**config.mk**
```make
export PLATFORM = sky130hd
export DESIGN_NAME = multiplier_flat
export DESIGN_NICKNAME = d
export VERILOG_FILES = /design/src/rtl/multiplier_if.sv /design/src/rtl/multiplier.sv /design/src/flat_wrapper.sv
export SDC_FILE = /design/constraint.sdc
export NUM_CORES = 1
export LEC_CHECK = 0
export BUFFER_PORTS_ARGS = -buffer_cell sky130_fd_sc_hd__buf_2
export CELL_PAD_IN_SITES_DETAIL_PLACEMENT = 1
export CELL_PAD_IN_SITES_GLOBAL_PLACEMENT = 2
export CORE_MARGIN = 5
export CORE_UTILIZATION = 37
export DETAILED_ROUTE_END_ITERATION = 10
export PLACE_DENSITY_LB_ADDON = 0.08
export SLEW_MARGIN = 25
export SYNTH_ARGS = -nofsm -noshare
export SYNTH_HDL_FRONTEND = slang
export SYNTH_SLANG_ARGS = --single-unit
```
**constraint.sdc**
```tcl
create_clock -name clk -period 8.45 [get_ports clk]
set_input_delay 0.4225 -clock clk [delete_from_list [all_inputs] [get_ports clk]]
set_output_delay 0.4225 -clock clk [all_outputs]
set_load 0.02 [all_outputs]
```
**src/rtl/multiplier_if.sv**
```systemverilog
// Request/response bundle for the iterative fixed-point multiplier:
// start pulse in, busy while working, single-cycle valid with the result.
interface multiplier_if #(
    parameter int WIDTH = 10
);
    logic             start;
    logic [WIDTH-1:0] a_in;
    logic [WIDTH-1:0] b_in;
    logic             busy;
    logic             ovf;
    logic             valid;
    logic [WIDTH-1:0] p_out;

    modport master (
        output start, a_in, b_in,
        input  busy, ovf, valid, p_out
    );

    modport slave (
        input  start, a_in, b_in,
        output busy, ovf, valid, p_out
    );
endinterface

```
**src/rtl/multiplier.sv**
```systemverilog
// Iterative shift-add multiplier for unsigned Q(WIDTH-FRAC).FRAC operands,
// one multiplier bit per CALC cycle, truncated result with overflow flag.
module multiplier #(
    parameter int WIDTH = 10,
    parameter int FRAC  = 5
) (
    input  logic        clk,
    input  logic        sclr,
    multiplier_if.slave bus
);
    localparam int PW    = 2 * WIDTH;
    localparam int CNT_W = $clog2(WIDTH + 1);

    typedef enum logic [1:0] {
        IDLE,
        CALC,
        DONE
    } state_t;

    state_t            state_q, state_d;
    logic [PW-1:0]     mcand_q, mcand_d;
    logic [PW-1:0]     acc_q, acc_d;
    logic [WIDTH-1:0]  mplier_q, mplier_d;
    logic [CNT_W-1:0]  cnt_q, cnt_d;
    logic [WIDTH-1:0]  p_out_q, p_out_d;
    logic              ovf_q, ovf_d;
    logic              busy_q, busy_d;
    logic              valid_q, valid_d;
    logic [PW-1:0]     acc_add;
    logic              last_bit;
    logic              accept;

    // Select the output window of the exact product; any set bit above it is overflow.
    function automatic logic [WIDTH:0] fmt_product(input logic [PW-1:0] p);
        logic             o;
        logic [WIDTH-1:0] q;
        o = |p[PW-1:WIDTH+FRAC];
        q = p[WIDTH+FRAC-1:FRAC];
        return {o, q};
    endfunction

    assign acc_add  = acc_q + (mplier_q[0] ? mcand_q : '0);
    assign last_bit = (cnt_q == CNT_W'(WIDTH - 1));

    always_comb begin
        state_d  = state_q;
        mcand_d  = mcand_q;
        acc_d    = acc_q;
        mplier_d = mplier_q;
        cnt_d    = cnt_q;
        p_out_d  = p_out_q;
        ovf_d    = ovf_q;
        busy_d   = busy_q;
        valid_d  = 1'b0;
        accept   = 1'b0;

        case (state_q)
            IDLE, DONE: begin
                state_d = IDLE;
                busy_d  = 1'b0;
                accept  = bus.start;
            end
            CALC: begin
                mcand_d  = mcand_q << 1;
                mplier_d = mplier_q >> 1;
                acc_d    = acc_add;
                cnt_d    = cnt_q + CNT_W'(1);
                if (last_bit) begin
                    state_d            = DONE;
                    busy_d             = 1'b0;
                    valid_d            = 1'b1;
                    {ovf_d, p_out_d}   = fmt_product(acc_add);
                end
            end
            default: begin
                state_d = IDLE;
                busy_d  = 1'b0;
            end
        endcase

        // Operands are captured only here, so later input changes cannot leak in.
        if (accept) begin
            state_d  = CALC;
            busy_d   = 1'b1;
            mcand_d  = {{WIDTH{1'b0}}, bus.a_in};
            mplier_d = bus.b_in;
            acc_d    = '0;
            cnt_d    = '0;
        end
    end

    always_ff @(posedge clk) begin
        if (sclr) begin
            state_q  <= IDLE;
            mcand_q  <= '0;
            acc_q    <= '0;
            mplier_q <= '0;
            cnt_q    <= '0;
            p_out_q  <= '0;
            ovf_q    <= 1'b0;
            busy_q   <= 1'b0;
            valid_q  <= 1'b0;
        end else begin
            state_q  <= state_d;
            mcand_q  <= mcand_d;
            acc_q    <= acc_d;
            mplier_q <= mplier_d;
            cnt_q    <= cnt_d;
            p_out_q  <= p_out_d;
            ovf_q    <= ovf_d;
            busy_q   <= busy_d;
            valid_q  <= valid_d;
        end
    end

    assign bus.busy  = busy_q;
    assign bus.valid = valid_q;
    assign bus.p_out = p_out_q;
    assign bus.ovf   = ovf_q;
endmodule

```
**src/flat_wrapper.sv**
```systemverilog
// flat-port wrapper written by rule: the top's interface ports become plain ports
module multiplier_flat 
#(
    parameter int WIDTH = 10,
    parameter int FRAC  = 5
)
  (clk, sclr, bus_start, bus_a_in, bus_b_in, bus_busy, bus_ovf, bus_valid, bus_p_out);
  multiplier_if #(.WIDTH(WIDTH)) bus_i ();
  input  logic clk;
  input  logic sclr;
  input wire logic [$bits(bus_i.start)-1:0] bus_start;
  input wire logic [$bits(bus_i.a_in)-1:0] bus_a_in;
  input wire logic [$bits(bus_i.b_in)-1:0] bus_b_in;
  output wire logic [$bits(bus_i.busy)-1:0] bus_busy;
  output wire logic [$bits(bus_i.ovf)-1:0] bus_ovf;
  output wire logic [$bits(bus_i.valid)-1:0] bus_valid;
  output wire logic [$bits(bus_i.p_out)-1:0] bus_p_out;
  assign bus_i.start = bus_start;
  assign bus_i.a_in = bus_a_in;
  assign bus_i.b_in = bus_b_in;
  assign bus_busy = bus_i.busy;
  assign bus_ovf = bus_i.ovf;
  assign bus_valid = bus_i.valid;
  assign bus_p_out = bus_i.p_out;
  multiplier #(.WIDTH(WIDTH), .FRAC(FRAC)) u_core (.clk(clk), .sclr(sclr), .bus(bus_i));
endmodule
```
# ---- Yosys cells after proc, flatten, opt, wreduce, memory -nomap -nowiden
# Index checks and enable logic that the tools add are counted.
dict set report op_classes {
  n_addsub 2
  n_reduce_logical 8
  mux 13
  eq_ne 4
  n_bitwise 1
}
# op count
set ops {}
lappend ops {{10-bit two-way mux} 4}
lappend ops {{20-bit adder} 1}
lappend ops {{20-bit two-way mux} 1}
lappend ops {{1-bit two-way mux} 8}
lappend ops {{2-bit OR reduction} 3}
lappend ops {{5-bit OR reduction} 1}
lappend ops {{4-bit by 1-bit adder with 4-bit output, second input constant} 1}
lappend ops {{4-bit equality test, second input constant} 1}
lappend ops {{3-bit by 1-bit != test with 1-bit output, second input constant} 1}
lappend ops {{3-bit OR reduction} 1}
lappend ops {{2-bit by 1-bit equality test with 1-bit output, second input constant} 1}
lappend ops {{2-bit equality test, second input constant} 1}
lappend ops {{2-bit zero test} 1}
lappend ops {{2-bit AND reduction} 1}
lappend ops {{2-bit nonzero test} 1}
lappend ops {{1-bit inverter} 1}
dict set report word_totals {
  output_inout_bits 13
  register_bits 69
  word_cells 39
  inputBits 23
}

# ---- Longest topological paths before layout
dict set report logic_depth {
  depth_word 4
  mapped_depth 12
  mapped_depth_nobuf 11
}

# ---- Least setup slack after synthesis
# Ideal clock, no wire load.
dict set report synth_path {
  path_kind {reg2reg}
  startpoint {register u_core.mplier_q[0]}
  endpoint {register u_core.ovf_q (netlist: u_core.bus.ovf)}
  t_arrival_ps 2561
  t_required_ps 8319
  path_buffers 1
  setup_slack_ps 5758
  stages_incl_launch_ff 13
  setup_time_ps 131
  cell_sequence {dfxtp_1 clkbuf_1 and2_1 ha_1 fa_1 a211oi_2 o21ai_2 o211a_1 nor3b_2 o21ai_1 xor2_1 nor4_1 a211oi_1}
}
dict set report synth_via {
  elab_chain_cells 3
}
# element line_no
set synth_lines {}
lappend synth_lines {{start: declaration} multiplier.sv:23} ;# logic [WIDTH-1:0] mplier_q, mplier_d;
lappend synth_lines {{start signal: assignment} multiplier.sv:107} ;# mplier_q <= mplier_d;
lappend synth_lines {{20-bit two-way mux} multiplier.sv:42} ;# assign acc_add = acc_q + (mplier_q[0] ? mcand_q : '0);
lappend synth_lines {{20-bit adder} multiplier.sv:42}
lappend synth_lines {{5-bit OR reduction} multiplier.sv:37} ;# o = |p[PW-1:WIDTH+FRAC];
lappend synth_lines {{end signal: assignment} multiplier.sv:110} ;# ovf_q <= ovf_d;
lappend synth_lines {{end: declaration} multiplier.sv:26} ;# logic ovf_q, ovf_d;
# No other way between the ends.
# A chain may end at the register's enable or synchronous reset.

# ---- Worst setup path in the final report
# Ends and elaborated chain as after synthesis.

==> metrics.txt <==
Hold WS 0.353 ns; adder-cell area share of the yosys netlist 0.0799; CTS tree done; post-route setup slack 5.37 ns; period utilization 0.364; CTS buffer count 9; Vias/cell 5.24; Distinct cells, synth 45; final instance area 4050 µm²; fmax 0.325 GHz; outcome finished clean; Seq/Total Area, Yosys 0.384; core area 9280 µm²; Max-slew headroom 0.417; vias in the first global route 3318; Worst Clk Skew 0.0113 ns; Synth Register Bits 68; WL/cell 15.7 µm; setup bufs post-CTS 0; # setup viols final 0; Final Slew Violations 0; worst-skew pair later-pin latency 0.35 ns; dpl ws 5.36 ns; Final Hold Fails 0; initial antenna violation count 0; Crit-path slowest cell dfxtp_1; largest family of logic cells by synthesized area simple AND/OR/NAND/NOR gates; critical path class flip-flop to flip-flop; Leakage 1.71 nW; Synth Net Count 497; Final min period 3.08 ns; Clock Tree Buf Depth 2; first-pass GRT wire length 16.2 mm; commonest non-fill, non-tap cell in the layout nand2_1; RSZ-0062 raised after global routing false; maximum vdd drop 0.0716 mV; largest fanout on the critical path 21; most frequent cells in the layout nand2_1 (96), dfxtp_1 (68), a21oi_1 (54); Critical Path RT 8.66 ns; area of the mapped netlist 3540 µm²; hold buffers post-CTS 0; DR iter-0 viols 82; Min-Delay Path Class primary input to flip-flop; drt pass-1 iters 4; PD cells 182 nW/µm²; Synth Area per Inst 7.83 µm²; type of origin of the critical path flip-flop; layout cell share with drive strength beyond 1 0.138; complex-gate fraction of the synthesized area 0.202; GPL Wtd Cong 0.847; Max Cap Viol 0; die area 11600 µm²; CTS Root Cell clkbuf_8; starting density of the core 0.381; gr ovfl total 0; measured slew at the worst slew-check pin 0.872 ns; # clock sinks 68; Routed Antenna Nets 0; area delta synth->final 14.3%; # diodes 0; setup_tns 0 ns; PortBufs 35; Die Span X 108 µm; vias 3183; mux share of post-synthesis cell area 0.00565; DP HPWL 6.70 mm; GRT Overall Usage 0.175; critical path's top delay family compound AO/OA/AOI/OAI gates; Post-Synth Simple-Gate Area 0.246; post-synthesis xor/xnor area fraction 0.0495; post-CTS resize count 0; # DRC 0; CP arrival 3.28 ns; htree depth 3; Die H 108 µm; CP cell instances and2_1 > ha_1 > fa_1 > a211oi_2 > o21ai_2 > o211a_1 > nor3b_2 > o21ai_1 > xor2_1 > nor4_1 > a211oi_1; largest net degree at the start of global routing 37; I/O Pins 36; synth warn 0; Post-Layout Cell Count 608; number of instances in the placed design 593; final WL 9.53 mm; Cell Area, Placed 3810 µm²; # rows 35; endpoint type of the worst setup path flip-flop; Reg clk slew, reported paths 0.08 ns; Gate Count Post-Synth 452; largest stage delay on the critical path 0.47 ns; Crit path buffers/inverters 0; fin nets 520
[metrics by stage]
step,util,total power [mW]
final,0.436,0.737
after global routing,0.436,0.774
after CTS,0.436,0.749
after detailed placement,0.411,0.416
after global placement,0.411,0.414
after floorplan,-,0.394
[final cells by class]
cell class,instances,area [µm²]
fill,1168,5240
inverter,4,15.0
sequential,68,1360
clock buffer,9,124
tap,129,161
timing repair buffer,39,205
multi-input combinational,353,2070
clock inverter,6,113
[power by group]
| group | internal (mW) | switching, mW |
|---|---|---|
| logic | 0.0236 | 0.0417 |
| registers | 0.332 | 0.0101 |
| clock network | 0.196 | 0.134 |
[metal layers]
metal  vias to the layer above  share of wire  global-route usage
met4                         0          0.013              0.0613
met1                      1515           0.50               0.239
met5                         -              0                   0
met3                        10          0.035              0.0318
met2                        49           0.45               0.278
li1                       1609              -                   -
[cells by family after synthesis]
logic type	Yosys count
and+or+nand+nor	195
AOI/OAI and AO/OA	114
DFF	68
buffers and inverters	31
adders and majority gates	22
xor gates and xnor gates	20
muxes	2
[tightest hold or removal path: cells and delay by family]
| family | cells | cell delay, ns |
|---|---|---|
| buf+inv | 1 | 0.08 |
| mux | 1 | 0.05 |
| simple gates | 1 | 0.11 |
[state kept, by name, indices dropped and copies added (netlist names)]
name              count
u_core.bus.valid      1
u_core.cnt_q          4
u_core.bus.p_out     10
u_core.mplier_q      10
u_core.acc_q         20
u_core.mcand_q       20
u_core.bus.ovf        1
u_core.bus.busy       1
u_core.state_q        1
[synth_stat cells (all sizes together)]
cell type  instances  area [µm²]
nor2              36         135
a311oi             2        17.5
o21ai              8        43.8
nor3b              1        12.5
inv                4        15.0
o2111ai            1        8.76
a21boi             2        15.0
a21oi             56         288
nand3              5        25.0
nand2             96         360
fa                 1        20.0
nor4               1        6.26
a31oi              4        25.0
o22ai             18         113
and3               1        6.26
xor2              11        96.3
and2              21         131
o211ai             2        15.0
or2                1        6.26
nand4              3        18.8
mux2i              2        20.0
o31a               1        8.76
o31ai              2        15.0
or3                1        6.26
nor3              20         100
o211a              1        10.0
o311ai             2        32.5
buf                2        7.51
a211oi             4        35.0
nand2b             5        31.3
a22o               1        8.76
ha                21         263
nand3b             2        15.0
nor2b              1        6.26
xnor2              9        78.8
dfxtp             68        1360
clkbuf            25        93.8
nor4b              1        8.76
a41o               1        10.0
a21o               9        70.1
[path summary, 6_finish.rpt]
| path | start | endpoint | slack [ns] | cells after the start |
|---|---|---|---|---|
| max | u_core.mplier_q[0]$_SDFFE_PP0P_ | u_core.bus.ovf$_SDFFE_PP0P_ | 5.37 | 11 |
| max reg2reg | u_core.mplier_q[0]$_SDFFE_PP0P_ | u_core.bus.ovf$_SDFFE_PP0P_ | 5.37 | 11 |
| min | bus_b_in[9] | u_core.mplier_q[9]$_SDFFE_PP0P_ | 0.35 | 3 |
| min reg2reg | u_core.bus.p_out[2]$_SDFFE_PP0P_ | u_core.bus.p_out[2]$_SDFFE_PP0P_ | 0.45 | 2 |
(Power assumes the default switching activity.)
